==> src/rtl/noise_lfsr_gen.sv <==
// Rate-divided Galois-free Fibonacci LFSR noise source with long/short tap modes,
// seed loading, lock-up guard and a registered amplitude-gated sample output.
module noise_lfsr_gen #(
  parameter int unsigned LFSR_WIDTH = 15,
  parameter int unsigned OUT_WIDTH  = 8,
  parameter int unsigned DIV_WIDTH  = 16,
  parameter int unsigned SEED       = 1
) (
  input  logic                  clk,
  input  logic                  reset,
  input  logic                  enable,
  input  logic                  mode,
  input  logic [DIV_WIDTH-1:0]  period,
  input  logic [OUT_WIDTH-1:0]  amplitude,
  input  logic                  seed_load,
  input  logic [LFSR_WIDTH-1:0] seed,
  output logic [OUT_WIDTH-1:0]  noise_out,
  output logic                  step
);

  // An all-zero seed would lock the register, so zero always maps to one.
  localparam logic [LFSR_WIDTH-1:0] SEED_TRUNC = LFSR_WIDTH'(SEED);
  localparam logic [LFSR_WIDTH-1:0] SEED_INIT  =
    (SEED_TRUNC == '0) ? LFSR_WIDTH'(1) : SEED_TRUNC;

  logic [LFSR_WIDTH-1:0] lfsr;
  logic [DIV_WIDTH-1:0]  div_cnt;
  logic                  fb;
  logic                  step_event;

  assign fb         = lfsr[0] ^ (mode ? lfsr[6] : lfsr[1]);
  assign step_event = enable && (div_cnt == '0);

  always_ff @(posedge clk or posedge reset) begin
    if (reset) begin
      lfsr      <= SEED_INIT;
      div_cnt   <= '0;
      noise_out <= '0;
      step      <= 1'b0;
    end else begin
      noise_out <= lfsr[0] ? amplitude : '0;
      step      <= 1'b0;
      if (seed_load) begin
        lfsr    <= (seed == '0) ? LFSR_WIDTH'(1) : seed;
        div_cnt <= period;
      end else begin
        // The lock-up guard overrides any shift and does not wait for enable.
        if (lfsr == '0) begin
          lfsr <= LFSR_WIDTH'(1);
        end else if (step_event) begin
          lfsr <= {fb, lfsr[LFSR_WIDTH-1:1]};
        end
        if (step_event) begin
          div_cnt <= period;
          step    <= 1'b1;
        end else if (enable) begin
          div_cnt <= div_cnt - 1'b1;
        end
      end
    end
  end

endmodule

==> config.mk <==
export PLATFORM = sky130hd
export DESIGN_NAME = noise_lfsr_gen
export DESIGN_NICKNAME = d
export VERILOG_FILES = /design/src/rtl/noise_lfsr_gen.sv
export SDC_FILE = /design/constraint.sdc
export NUM_CORES = 1
export LEC_CHECK = 0
export ABC_AREA = 0
export BUFFER_PORTS_ARGS = -buffer_cell sky130_fd_sc_hd__buf_2
export CELL_PAD_IN_SITES_DETAIL_PLACEMENT = 0
export CELL_PAD_IN_SITES_GLOBAL_PLACEMENT = 1
export CORE_MARGIN = 3
export CORE_UTILIZATION = 39
export CTS_BUF_LIST = sky130_fd_sc_hd__clkbuf_16
export DETAILED_ROUTE_END_ITERATION = 10
export PLACE_DENSITY_LB_ADDON = 0.1
export SYNTH_ARGS = -nofsm -noshare
export SYNTH_HDL_FRONTEND = slang
export SYNTH_SLANG_ARGS = --single-unit
export TNS_END_PERCENT = 100
==> constraint.sdc <==
create_clock -name clk -period 2.9 [get_ports clk]
set_clock_uncertainty 0.2 [all_clocks]
set_input_delay 0 -clock clk [delete_from_list [all_inputs] [get_ports clk]]
set_output_delay 0 -clock clk [all_outputs]
set_load 0.02 [all_outputs]
# ---- After elaboration in Yosys (flattened, before gate mapping)
# Cells that the tools add are included.
dict set report totals {
  inputBits 44
  regBits 40
  output_inout_bits 9
}
dict set report op_classes {
  reduce_logical 6
  bitwise 1
  addsub 1
  mux 11
}
# cell count
set ops {}
lappend ops {{2-to-1 mux 15 bit} 4}
lappend ops {{2-to-1 mux 16 bit} 3}
lappend ops {{zero test 15 bit} 2}
lappend ops {{zero test 16 bit} 1}
lappend ops {{subtractor 16 x 1 -> 16 bit, second input constant} 1}
lappend ops {{2-to-1 mux 8 bit} 1}
lappend ops {{nonzero test 3 bit} 2}
lappend ops {{2-to-1 mux 1 bit} 3}
lappend ops {{logical AND 1 bit} 1}
lappend ops {{bitwise XOR 1 bit} 1}

# ---- Logic depth before layout (Yosys ltp)
dict set report depth {
  depth_word 5
  ltp_mapped 9
}

# ---- Worst setup path after synthesis
# No wires, ideal clock.
dict set report synth_path {
  path_type {reg-to-reg}
  from {register div_cnt[7]}
  to {register div_cnt[1]}
  synth_period_minus_slack_ps 2280
  slack_ps 620
  arrival_ps 1958
  path_stages_with_launch 7
  cell_sequence {dfrtp_1 -> or4_1 -> buf_2 -> nor4_4 -> a21oi_2 -> buf_2 -> o22a_1}
}
dict set report synth_between {
  elab_chain_cells 4
  word_cells_on_any_way 5
}
# item line
set synth_rtl {}
lappend synth_rtl {{start: declaration} 27} ;# logic [DIV_WIDTH-1:0] div_cnt;
lappend synth_rtl {{start signal: assignment} 45} ;# div_cnt <= period;
lappend synth_rtl {{start signal: assignment} 54} ;# div_cnt <= period;
lappend synth_rtl {{start signal: assignment} 57} ;# div_cnt <= div_cnt - 1'b1;
lappend synth_rtl {{zero test 16 bit *} 32} ;# assign step_event = enable && (div_cnt == '0);
lappend synth_rtl {{logical AND 1 bit *} 32}
lappend synth_rtl {{2-to-1 mux 16 bit} 53} ;# if (step_event) begin
lappend synth_rtl {{2-to-1 mux 16 bit} 43} ;# if (seed_load) begin
# Mark *: on every way between the ends. The rest lies on a longest branch, timed or not.
# A chain may end at the register's enable or synchronous reset.

# ---- Final worst setup path
dict set report layout_path {
  from {register div_cnt[7]}
  to {register lfsr[4]}
}
dict set report layout_between {
  elab_chain_cells 3
}
# item line
set layout_rtl {}
lappend layout_rtl {{zero test 16 bit} 32}
lappend layout_rtl {{logical AND 1 bit} 32}
lappend layout_rtl {{nonzero test 3 bit (no source line)} -}
lappend layout_rtl {{end signal: assignment} 44} ;# lfsr <= (seed == '0) ? LFSR_WIDTH'(1) : seed;
lappend layout_rtl {{end signal: assignment} 51} ;# lfsr <= {fb, lfsr[LFSR_WIDTH-1:1]};
lappend layout_rtl {{end: declaration} 26} ;# logic [LFSR_WIDTH-1:0] lfsr;
# No other way between the ends.

==> impl_metrics.toml <==
[sta]
rsz0062_at_grt = "false"
fin_ws_ns = 0.298
maxSlewViolCount = 0
fin_setup_tns_ns = 0
finalCriticalPeriod_ns = 2.60
relSlewSlack_pct = 27.9
max_freq_ghz = 0.384
setup_violations = 0
fin_crit_sh_pct = 89.7
hold_violations = 0
tightest_slew_ns = 1.08

[placement]
dp_slack_ns = 0.330
io_buffers = 52
gp_congestion = 0.806
dp_hpwl_um = 3880

[clock_network]
clk_path_buf_depth = 2
numCtsBuffers = 5
cts_tree = "done"
h-tree-depth = 2
worstSkewPairLatency_ns = 0.28
cts-root-buf = "clkbuf_16"
cts_sinks = 40
post_cts_resized = 0
path_clk_slew_ns = 0.06

[logic_synthesis]
synth_area_leaders = "dfrtp_1, nor2_1, a21oi_1"
syn_avg_cell_area_sq_um = 9.03
synth-edff-count = 0
synthArstFlopShare_pct = 100
synth-xor-area-share_pct = 3.78
synth_top_area_cell = "dfrtp_1"
synth-main-ff-cell = "dfrtp_1"
synth_top_family_by_area = "simple AND/OR/NAND/NOR gates"
synth.net_count = 276
synth_most_common_cell = "dfrtp_1"
synthTopCellsByCount = "dfrtp_1, nor2_1, a21oi_1"
ys_ff_latch = 40
synth.top_cell.area_share_pct = 46.8
synth_area_sq_mm = 0.00209
yosys.cell_types.count = 39
yosysSeqAreaShare_pct = 48.1
yosys.area_share.simple_pct = 24.2
synthAdderAreaFrac_pct = 0.600
yosysWarnings = 0
synthMuxAreaShare_pct = 2.40
synthCells = 231
synth-compound-area-share_pct = 16.3

[setup_path]
critical_path.max_stage_delay_ns = 0.69
crit_required_ns = 2.86
path_max_fanout = 13
crit_chain = "or4_1, nor4_4, nand2_1, o21ai_0, a21oi_1"
start_kind = "register"
critical-path-top-delay-family = "simple AND/OR/NAND/NOR gates"
crit_slowest_cell = "or4_1"
cp_num_buf_inv = 0
crit_type = "reg2reg"
crit_arrival_ns = 2.56
cp-end-kind = "register"

[power]
power.density_mw_per_mm2 = 505
swShare_pct = 25.1
p_comb_share_pct = 16.5
seqPwrFrac_pct = 43.4
p_clk_share_pct = 40.1
p_sw_uw = 384
p_leak_uw = 0.00135
internal-power_uw = 1140
peakVddDrop_mv = 0.375

[floorplan]
num_rows = 25
core_sq_mm = 0.00494
die_h_um = 79.1
ios = 53
die_x_um = 79.1
start_util_pct = 42.2
die-area_sq_mm = 0.00626

[grt]
grt_pass1_wl_um = 9940
grt_max_degree = 28
grt_pass1_vias = 2096
antenna_found_initial = 0
track_usage_pct = 20.6
grt_overflow = 0

[routing]
postRouteAntennaNets = 0
routed_wirelength_um = 5940
vias_per_cell = 5.09
remaining_drc_errors = 0
num_vias = 2021
drtIter0Drc = 97
dr.pass1.iters = 4
routedWlPerCell_um = 15.0

[cells_and_area]
nNetsFinal = 374
drive_gt1_share_pct = 21.5
ff_latch_area_sq_mm = 0.00100
final_util_pct = 61.2
n_fill_cell = 447
n_antenna_cell = 0
multi_input_area_sq_um = 985
syn2layout_area_growth_pct = 44.9

[job]
cap_violations = 0

[hold_path]
holdCritPathClass = "in2reg"

[outcome]
status = "completed"
repair_timing:
| item | 4_1_cts | 5_1_grt |
|---|---|---|
| hold endpoints to repair | 64 | 0 |
| buffers inserted | 0 | 0 |
| hold buffers | 45 | 0 |
worst paths after layout:
check,start,endpoint,slack [ns],cells after the start
max,div_cnt[7],lfsr[4],0.30,5
min,mode,lfsr[14],0.06,5
max reg2reg,div_cnt[7],lfsr[4],0.30,5
min reg2reg,lfsr[12],lfsr[12],0.35,2
max in group asynchronous,reset,div_cnt[9],1.44,4
min in group asynchronous,reset,noise_out[5],0.35,3
power groups by stage:
| stage | combinational, uW | clock [uW] | sequential (uW) |
|---|---|---|---|
| after global routing | 284 | 653 | 672 |
| final | 252 | 612 | 663 |
| after global placement | 205 | 0 | 673 |
| after CTS | 252 | 631 | 663 |
| after floorplan | 129 | 0 | 667 |
| after detailed placement | 206 | 0 | 673 |
cell usage in the layout, fill, tap and decap left out, drive strengths merged, types with 2 or more instances in the layout:
| cell type | instances |
|---|---|
| dlygate4sd3 | 45 |
| nor3 | 8 |
| nor2b | 3 |
| xnor2 | 4 |
| nand3 | 3 |
| nand2 | 17 |
| a41oi | 3 |
| inv | 7 |
| xor2 | 5 |
| mux2i | 5 |
| a21oi | 24 |
| o22a | 2 |
| nand4 | 2 |
| nor4 | 12 |
| a31oi | 4 |
| nor2 | 35 |
| or4 | 2 |
| or2 | 2 |
| clkbuf | 5 |
| dfrtp | 39 |
| and2 | 9 |
| o21ai | 14 |
| and3 | 3 |
| clkinv | 2 |
| o22ai | 4 |
| buf | 59 |
final cells by class:
| class | count | share of cell area, % |
|---|---|---|
| well taps | 67 | 2.77 |
| flip-flops and latches | 40 | 33.2 |
| repair buffers | 104 | 25.2 |
| clock inverters | 3 | 1.24 |
| multi-input cells | 171 | 32.6 |
| clock buffers | 5 | 4.14 |
| inverters | 7 | 0.869 |
tightest hold or removal path: stages:
cell and delay [ns]:
buf_2 0.09, mux2i_1 0.08, xnor2_1 0.13, o21ai_0 0.15
a21oi_1 0.06
metrics by stage:
stage	std cells	hold WS, ns	area, sq um	total power (uW)
6_report	397	0.0593	3020	1530
5_1_grt	397	0.167	3020	1610
4_1_cts	397	0.0547	3020	1550
3_5_place_dp	344	0.0163	2410	878
3_3_place_gp	344	0.0154	2410	878
2_1_floorplan	231	-0.0711	2090	796
state kept, by name (all words and copies together) (netlist names):
signal	flops
div_cnt	16
step	1
lfsr	15
noise_out	8
cells by family after synthesis:
group,after synthesis
AND/OR/NAND/NOR,100
AO/OA/AOI/OAI,56
flip-flops,40
buffers and inverters,20
XOR/XNOR,9
multiplexers,5
adder cells (fa/ha/maj),1
per-layer routing:
| metal | up-vias | part of all wire, % | global-route usage (%) |
|---|---|---|---|
| met5 | - | 0 | 0 |
| met1 | 944 | 44 | 25.3 |
| met2 | 51 | 50 | 35.1 |
| met3 | 13 | 4.3 | 4.76 |
| met4 | 0 | 1.6 | 7.73 |
| li1 | 1013 | - | - |
Power figures use the tool's default switching activity.
